===== src/rtl/mac_sequencer_pkg.sv =====
// Shared definitions for the MAC sequencer: command/FSM encodings, datapath
// widths and the Horner range window used for the overflow flag.
package mac_sequencer_pkg;

  localparam int OP_W  = 8;
  localparam int ACC_W = 25;

  localparam logic signed [ACC_W-1:0] HORNER_MIN = -25'sd32768;
  localparam logic signed [ACC_W-1:0] HORNER_MAX = 25'sd32767;

  typedef enum logic {
    MODE_DOT    = 1'b0,
    MODE_HORNER = 1'b1
  } mode_e;

  typedef enum logic [2:0] {
    ST_IDLE   = 3'd0,
    ST_SEED   = 3'd1,
    ST_BUBBLE = 3'd2,
    ST_ISSUE  = 3'd3,
    ST_DRAIN1 = 3'd4,
    ST_DRAIN2 = 3'd5,
    ST_DONE   = 3'd6
  } state_e;

  // True when a running Horner accumulator can still be scaled without wrapping.
  function automatic logic in_horner_range(input logic signed [ACC_W-1:0] v);
    return (v >= HORNER_MIN) && (v <= HORNER_MAX);
  endfunction

endpackage


===== src/rtl/MAC_mac_unit.sv =====
// Two-register multiply-accumulate loop: product register, then accumulator.
// A new operation may issue only every second cycle so feedback is settled.
module MAC_mac_unit
  import mac_sequencer_pkg::*;
(
  input  logic                    clk,
  input  logic                    reset,
  input  logic signed [OP_W-1:0]  in_1,
  input  logic signed [OP_W-1:0]  in_2,
  input  logic                    mul_mux,
  input  logic                    add_mux,
  input  logic signed [OP_W-1:0]  in_add,
  output logic signed [ACC_W-1:0] mac_output
);

  logic signed [ACC_W-1:0] mul_a_s;
  logic signed [ACC_W-1:0] mul_b_s;
  logic signed [ACC_W-1:0] prod_r;
  logic signed [ACC_W-1:0] in_add_r;
  logic signed [ACC_W-1:0] acc_r;
  logic                    add_mux_r;

  // mul_mux feeds the accumulator back as multiplicand (Horner scaling)
  assign mul_a_s = mul_mux ? acc_r : ACC_W'(in_1);
  assign mul_b_s = ACC_W'(in_2);

  // Pipeline: stage 1 forms the product, stage 2 adds feedback or a fresh addend
  always_ff @(posedge clk or posedge reset) begin
    if (reset) begin
      prod_r    <= {ACC_W{1'b0}};
      in_add_r  <= {ACC_W{1'b0}};
      add_mux_r <= 1'b0;
      acc_r     <= {ACC_W{1'b0}};
    end else begin
      prod_r    <= mul_a_s * mul_b_s;
      in_add_r  <= ACC_W'(in_add);
      add_mux_r <= add_mux;
      acc_r     <= prod_r + (add_mux_r ? acc_r : in_add_r);
    end
  end

  assign mac_output = acc_r;

endmodule


===== src/rtl/mac_sequencer.sv =====
// Sequences dot-product or Horner-evaluation commands through a shared MAC,
// issuing one operand beat every second cycle and holding the result for handoff.
module mac_sequencer
  import mac_sequencer_pkg::*;
#(
  parameter int LEN_W = 8  // 1..10 keeps a full dot product inside 25 bits
) (
  input  logic                    clk,
  input  logic                    reset,
  input  logic                    start,
  input  logic                    mode,
  input  logic [LEN_W-1:0]        len,
  input  logic signed [OP_W-1:0]  bias,
  input  logic signed [OP_W-1:0]  x,
  output logic                    busy,
  input  logic                    op_valid,
  output logic                    op_ready,
  input  logic signed [OP_W-1:0]  op_a,
  input  logic signed [OP_W-1:0]  op_b,
  output logic                    res_valid,
  input  logic                    res_ready,
  output logic signed [ACC_W-1:0] result,
  output logic                    ovf
);

  localparam logic [LEN_W-1:0] LEN_ZERO = LEN_W'(1'b0);
  localparam logic [LEN_W-1:0] LEN_ONE  = LEN_W'(1'b1);

  state_e                  state_r, state_s;
  mode_e                   cmd_mode_r;
  logic [LEN_W-1:0]        cmd_len_r;
  logic signed [OP_W-1:0]  cmd_bias_r;
  logic signed [OP_W-1:0]  cmd_x_r;
  logic [LEN_W-1:0]        rem_r;
  logic                    busy_r;
  logic                    res_valid_r;
  logic signed [ACC_W-1:0] result_r;
  logic                    ovf_r;

  logic                    start_acc_s;
  logic                    xfer_s;
  logic                    last_s;
  logic signed [OP_W-1:0]  in_1_s, in_2_s, in_add_s;
  logic                    mul_mux_s, add_mux_s;
  logic signed [ACC_W-1:0] mac_output_s;

  assign start_acc_s = (state_r == ST_IDLE) && start;
  assign xfer_s      = (state_r == ST_ISSUE) && op_valid;
  assign last_s      = (rem_r == LEN_ONE);
  assign op_ready    = (state_r == ST_ISSUE);

  // Next-state decode; a stalled ISSUE falls back to BUBBLE to preserve slot parity
  always_comb begin
    state_s = state_r;
    case (state_r)
      ST_IDLE:   if (start) state_s = ST_SEED; else state_s = ST_IDLE;
      ST_SEED:   if (cmd_len_r == LEN_ZERO) state_s = ST_DRAIN1; else state_s = ST_BUBBLE;
      ST_BUBBLE: state_s = ST_ISSUE;
      ST_ISSUE:  if (xfer_s && last_s) state_s = ST_DRAIN1; else state_s = ST_BUBBLE;
      ST_DRAIN1: state_s = ST_DRAIN2;
      ST_DRAIN2: state_s = ST_DONE;
      ST_DONE:   if (res_ready) state_s = ST_IDLE; else state_s = ST_DONE;
      default:   state_s = ST_IDLE;
    endcase
  end

  // MAC control decode; anything that is not a seed or a live beat holds the accumulator
  always_comb begin
    in_1_s    = 8'sd0;
    in_2_s    = 8'sd0;
    mul_mux_s = 1'b0;
    add_mux_s = 1'b1;
    in_add_s  = 8'sd0;
    case (state_r)
      ST_SEED: begin
        add_mux_s = 1'b0;
        in_add_s  = (cmd_mode_r == MODE_DOT) ? cmd_bias_r : 8'sd0;
      end
      ST_ISSUE: begin
        if (xfer_s) begin
          if (cmd_mode_r == MODE_DOT) begin
            in_1_s = op_a;
            in_2_s = op_b;
          end else begin
            in_2_s    = cmd_x_r;
            mul_mux_s = 1'b1;
            add_mux_s = 1'b0;
            in_add_s  = op_a;
          end
        end else begin
          add_mux_s = 1'b1;
        end
      end
      default: add_mux_s = 1'b1;
    endcase
  end

  // Control state, command capture, beat counting and registered outputs
  always_ff @(posedge clk or posedge reset) begin
    if (reset) begin
      state_r     <= ST_IDLE;
      cmd_mode_r  <= MODE_DOT;
      cmd_len_r   <= LEN_ZERO;
      cmd_bias_r  <= 8'sd0;
      cmd_x_r     <= 8'sd0;
      rem_r       <= LEN_ZERO;
      busy_r      <= 1'b0;
      res_valid_r <= 1'b0;
      result_r    <= {ACC_W{1'b0}};
      ovf_r       <= 1'b0;
    end else begin
      state_r     <= state_s;
      busy_r      <= (state_s != ST_IDLE);
      res_valid_r <= (state_s == ST_DONE);
      if (start_acc_s) begin
        cmd_mode_r <= mode_e'(mode);
        cmd_len_r  <= len;
        cmd_bias_r <= bias;
        cmd_x_r    <= x;
        rem_r      <= len;
      end else if (xfer_s) begin
        rem_r <= rem_r - LEN_ONE;
      end
      if (state_r == ST_DRAIN2) begin
        result_r <= mac_output_s;
      end
      // The multiplicand of a Horner beat must fit 16 bits or the product can wrap
      if (start_acc_s) begin
        ovf_r <= 1'b0;
      end else if (xfer_s && (cmd_mode_r == MODE_HORNER) && !in_horner_range(mac_output_s)) begin
        ovf_r <= 1'b1;
      end
    end
  end

  MAC_mac_unit u_mac_unit (
    .clk        (clk),
    .reset      (reset),
    .in_1       (in_1_s),
    .in_2       (in_2_s),
    .mul_mux    (mul_mux_s),
    .add_mux    (add_mux_s),
    .in_add     (in_add_s),
    .mac_output (mac_output_s)
  );

  assign busy      = busy_r;
  assign res_valid = res_valid_r;
  assign result    = result_r;
  assign ovf       = ovf_r;

endmodule


===== config.mk =====
export PLATFORM = sky130hd
export DESIGN_NAME = mac_sequencer
export DESIGN_NICKNAME = d
export VERILOG_FILES = /design/src/rtl/mac_sequencer_pkg.sv /design/src/rtl/MAC_mac_unit.sv /design/src/rtl/mac_sequencer.sv
export SDC_FILE = /design/constraint.sdc
export NUM_CORES = 1
export LEC_CHECK = 0
export CORE_UTILIZATION = 60
export DETAILED_ROUTE_END_ITERATION = 12
export GPL_TIMING_DRIVEN = 1
export PLACE_DENSITY = 0.82
export SLEW_MARGIN = 20
export SYNTH_ARGS = -nofsm -noshare
export SYNTH_HDL_FRONTEND = slang
export SYNTH_SLANG_ARGS = --single-unit

===== constraint.sdc =====
create_clock -name clk -period 8.5 [get_ports clk]
set_clock_uncertainty 0.15 [all_clocks]
set_input_delay 1.7 -clock clk [delete_from_list [all_inputs] [get_ports clk]]
set_output_delay 1.7 -clock clk [all_outputs]
set_load 0.05 [all_outputs]

# After elaboration in Yosys (flattened, before gate mapping)
# Index checks and enable logic that the tools add are counted.
# word_totals
out_inout_bits	29
reg_bits	123
input_bits	46
elab_cells	66
# op_classes
reduce_logical	12
addsub	2
n_lt_le_gt_ge	2
muxes	27
eq_ne	8
multipliers	1
# op_table
cell	count
$mux W8	11
$mux W25	2
$add A25 B25 Y25	1
$ge A25 B16 Y1 const B	1
$le A25 B16 Y1 const B	1
$mul A25 B8 Y25	1
$pmux W3 S7	1
$pmux W8 S2	1
$eq A3 B3 Y1 const B	4
$mux W3	3
$eq A8 B1 Y1 const B	1
$logic_not A8 Y1	1
$mux W1	8
$sub A8 B1 Y8 const B	1
$eq A3 B2 Y1 const B	2
$logic_and A1 B1 Y1	6
$reduce_bool A2 Y1	2
$eq A3 B1 Y1 const B	1
$logic_not A3 Y1	1
$reduce_bool A3 Y1	1
$pmux W1 S2	1
$logic_not A1 Y1	1

# Longest topological paths before layout
# Gate-level depths: netlist of run 1.
# logic_depth
word_depth	6
depth_mapped	25
depth_no_buf	22

# By module
# From an unflattened synthesis of run 1, not the netlist that was laid out.
# unflattened
cells_unflattened	1248
area_unflattened_um2	11639.9
# modules_own_cells
mod	cells_each	area_per_inst_um2	seq_area_each_um2	n_inst
MAC_mac_unit	966	8688.3	1476.4	1
mac_sequencer	282	2951.6	1601.5	1

# Least setup slack after synthesis of run 1
# Ideal clock, no wire load.
# synth_timing
kind	in2reg
startpoint	input port op_valid
endpoint	register u_mac_unit.prod_r[23]
required_time_ns	8.270
stages	22
setup_slack_ns	1.538
arrival_time_ns	6.732
setup_time_ns	0.080
cell_sequence	and4b_1 -> buf_4 -> clkbuf_1 -> nand2b_1 -> clkbuf_1 -> clkbuf_1 -> nor2_1 -> fa_1 -> fa_1 -> fa_1 -> inv_1 -> fa_1 -> inv_1 -> ha_1 -> a21o_1 -> a21o_1 -> a21oi_1 -> o21ai_1 -> o31ai_2 -> o21ai_1 -> a311oi_1 -> xnor2_1
# synth_between
elab_chain_cells	5
elab_cells_between_ends	9
# synth_rtl
element	line_no	source
start, declared	mac_sequencer.sv:16	input logic op_valid,
$logic_and A1 B1 Y1 (*)	mac_sequencer.sv:48	assign xfer_s = (state_r == ST_ISSUE) && op_valid;
$mux W8 / $mux W1 (equally long branches)	mac_sequencer.sv:80	if (xfer_s) begin
$mux W8 / $mux W1 (equally long branches)	mac_sequencer.sv:74	case (state_r)
$mux W25	MAC_mac_unit.sv:24	assign mul_a_s = mul_mux ? acc_r : ACC_W'(in_1);
$mul A25 B8 Y25 (*)	MAC_mac_unit.sv:35	prod_r <= mul_a_s * mul_b_s;
end signal, assigned	MAC_mac_unit.sv:30	prod_r <= {ACC_W{1'b0}};
end signal, assigned	MAC_mac_unit.sv:35	
end, declared	MAC_mac_unit.sv:18	logic signed [ACC_W-1:0] prod_r;
# Every way passes the cells marked *; elsewhere a longest branch is shown, timed or not.
# A chain may end at the register's enable or synchronous reset.

# Worst setup path after layout of run 1
# Same ends and word-level chain as after synthesis.

==> flow_summary.toml, run 1 <==
[run_status]
status = "complete, but fails checks"
violations = "design-rule violations"

[detailed_routing]
routed_wl_um = 28500
num_vias = 9026
drc = 6
wl_per_cell_um = 18.3
drt_iter0_drc = 639
drt.antenna.violating_nets = 0
via_per_inst = 5.79
dr.pass1.iters = 11

[timing]
final.setup.tns_ns = 0
setup_violations = 0
tightest_slew_ns = 1.04
hold_violations = 0
drv_slew = 0
max_slew_margin_pct = 28.7
grt_setup_unrepaired = "false"
finalCritPeriodShare_pct = 89.3
fmax_ghz = 0.132
min_period_ns = 7.59

[synth]
synthFlopType = "dfrtp_1"
synth_commonest_cells = "inv_1 (181), nor2_1 (180), nand2_1 (154)"
synth_top_area_share_pct = 27.6
yosys_warnings = 0
ys_types = 55
yosysMostFrequentCell = "inv_1"
synthAdderAreaFrac_pct = 29.6
synth_area_mm2 = 0.0111
synthMuxAreaShare_pct = 4.44
synth_area_leaders = "dfrtp_1 (28%), fa_1 (21%), ha_1 (8.8%)"
ys_ff_latch = 123
ys_seq_area_share_pct = 27.6
synth_compound_area_share_pct = 8.93
syn_avg_cell_area_um2 = 8.98
synthXorXnorAreaFrac_pct = 4.17
yosys.area.top_type = "dfrtp_1"
synth_edf_count = 0
synth_nets = 1481
syn-instance-count = 1241
synth_top_family_by_area = "adder cells"
yosys.area_share.simple_pct = 17.8
synth-async-reset-ratio_pct = 100

[clocking]
tritoncts = "done"
cts_max_path_buffers = 2
cts_buffers = 17
path_clk_slew_ns = 0.06
cts.repair.resized = 0
clock_latency_ns = 0.42
cts_root_buffer = "clkbuf_16"
cts_hold_buf = 0
cts_sinks = 123
htreeDepth = 4
cts_setup_buffers = 0

[finish]
nets = 1558
final_layout_size_suffix_gt1_share_pct = 7.51
final_util_pct = 70.6
diodes = 0
syn_to_final_growth_pct = 14.6

[global_routing]
globalRouteTotalUtil_pct = 32.4
gr-total-overflow = 0
grt_max_degree = 74
antenna_found_initial = 0
grt_first_pass_wirelength_um = 48500
grt_pass1_vias = 9768

[critical_path]
r2r_end = "u_mac_unit.prod_r[23]$_DFF_PP0_"
reg2reg_slack_ns = 1.64
crit_fanout = 10
startpoint_type = "input port"
crit_type = "input port to flip-flop"
cp_data_arrival_time_ns = 7.78
endpoint_kind = "flip-flop"
reg2reg_depth = 18
rr_startpoint = "cmd_mode_r$_DFFE_PP0P_"
cp.required_ns = 8.69
crit_start = "op_valid"

[die]
core_region_area_mm2 = 0.0181
dieWidth_um = 138
ioPinCount = 75
die_area_mm2 = 0.0191
die_height_um = 138
num_rows = 49
start_util_pct = 61.6

[min_path]
hold_path_end = "cmd_len_r[5]$_DFFE_PP0P_"
worstHoldStart = "cmd_len_r[5]$_DFFE_PP0P_"
hold_path.class = "flip-flop to flip-flop"
whs_path_depth = 2

[pwr]
power_density_mw_per_mm2 = 337
p_leak_nw = 6.46
vdd_drop_max_v = 0.000252

[place]
dp_hpwl_um = 22100
port_buffers = 74
place.gp.congestion = 0.937

[job]
maxCapViolCount = 0
-- stage by stage --
stage / cell area (µm²) / setup WS (ns) / instances / hold WS, ns / power [W]
floorplan: 11100 / 1.54 / 1241 / 0.290 / 0.00284
global placement: 12200 / 0.780 / 1528 / 0.304 / 0.00345
detailed placement: 12200 / 0.586 / 1528 / 0.314 / 0.00353
CTS: 12800 / 0.987 / 1560 / 0.329 / 0.00429
global route: 12800 / 0.610 / 1560 / 0.339 / 0.00469
finish: 12800 / 0.907 / 1560 / 0.328 / 0.00431
-- logic make-up after synthesis --
logic type / count (synthesis)
AO/OA/AOI/OAI: 155
XOR/XNOR: 53
adder cells (fa/ha/maj): 194
buffers and inverters: 219
flip-flops: 123
multiplexers: 45
AND/OR/NAND/NOR: 452
-- metal layers --
metal	vias to the layer above	share of wire (%)	GRT usage (%)
met5	-	0	0
met4	0	3.6	14.2
li1	4125	-	-
met2	346	50	56.5
met1	4477	41	40.2
met3	78	5.6	4.88
-- cell type report --
cell class | count | area (µm²)
Tap cell | 229 | 287
Multi-Input combinational cell | 899 | 7240
Sequential cell | 123 | 3080
Clock inverter | 13 | 134
Inverter | 181 | 682
Clock buffer | 19 | 443
Fill cell | 1331 | 5320
Timing Repair Buffer | 96 | 906
-- cell usage in the layout, fill, tap and decap left out, drive strengths merged, types with 14 or more instances in the layout --
cell type      synthesis  final
ha                    78     78
a21oi                 40     40
xnor2                 37     37
a21o                  18     18
nor2                 180    180
nor2b                 17     17
buf                    8     22
clkbuf                30     19
nand2b                14     14
nand3                 15     15
nand2                154    154
o21ai                 42     42
inv                  181    187
dfrtp                123    123
clkdlybuf4s50          0     74
xor2                  16     16
or3                   15     15
mux2                  35     35
fa                   116    116
-- flip-flops by register name, summed over array words and instances, names as in the netlist, 3 cells and up --
signal,flops
cmd_x_r,8
u_mac_unit.prod_r,25
result,25
rem_r,8
cmd_bias_r,8
state_r,3
cmd_len_r,8
u_mac_unit.mac_output,25
u_mac_unit.in_add_r,8
-- worst max path at each step --
stage                                      endpoint  slack, ns  cells past startpoint
floorplan           u_mac_unit.prod_r[23]$_DFF_PP0_       1.54                     22
global placement    u_mac_unit.prod_r[24]$_DFF_PP0_       0.78                     21
detailed placement  u_mac_unit.prod_r[23]$_DFF_PP0_       0.59                     20
CTS                 u_mac_unit.prod_r[23]$_DFF_PP0_       0.99                     20
global route        u_mac_unit.prod_r[23]$_DFF_PP0_       0.61                     20
finish              u_mac_unit.prod_r[23]$_DFF_PP0_       0.91                     20
-- worst max-delay path: stages --
cell	delay [ns]
clkdlybuf4s50_1	0.47
and4b_1	0.37
nand2_1	0.29
o21ai_1	0.56
nor2_1	0.12
fa_1	0.54
fa_1	0.44
fa_1	0.55
inv_1	0.05
fa_1	0.52
inv_1	0.04
ha_1	0.34
a21o_1	0.19
a21o_1	0.17
a21oi_1	0.14
o21ai_1	0.20
o31ai_2	0.35
o21ai_1	0.14
a311oi_1	0.40
xnor2_1	0.17
-- where the power goes --
part	total, W	internal [W]	switching [W]
Combinational	0.00256	0.00102	0.00154
Clock	0.000706	0.000418	0.000289
Sequential	0.00104	0.000804	0.000238
Total	0.00431	0.00224	0.00206
Note: power is estimated with default switching activity, not from simulation.
==> run 2, diff against run 1 <==
--- a/config.mk
+++ b/config.mk
@@ -6,6 +6,7 @@
 export NUM_CORES = 1
 export LEC_CHECK = 0
 export CORE_UTILIZATION = 60
+export CTS_CLUSTER_SIZE = 30
 export DETAILED_ROUTE_END_ITERATION = 12
 export GPL_TIMING_DRIVEN = 1
 export PLACE_DENSITY = 0.82
==> results of run 2 <==
Same layout as run 1: the final DEF is identical, and so are final timing and power.
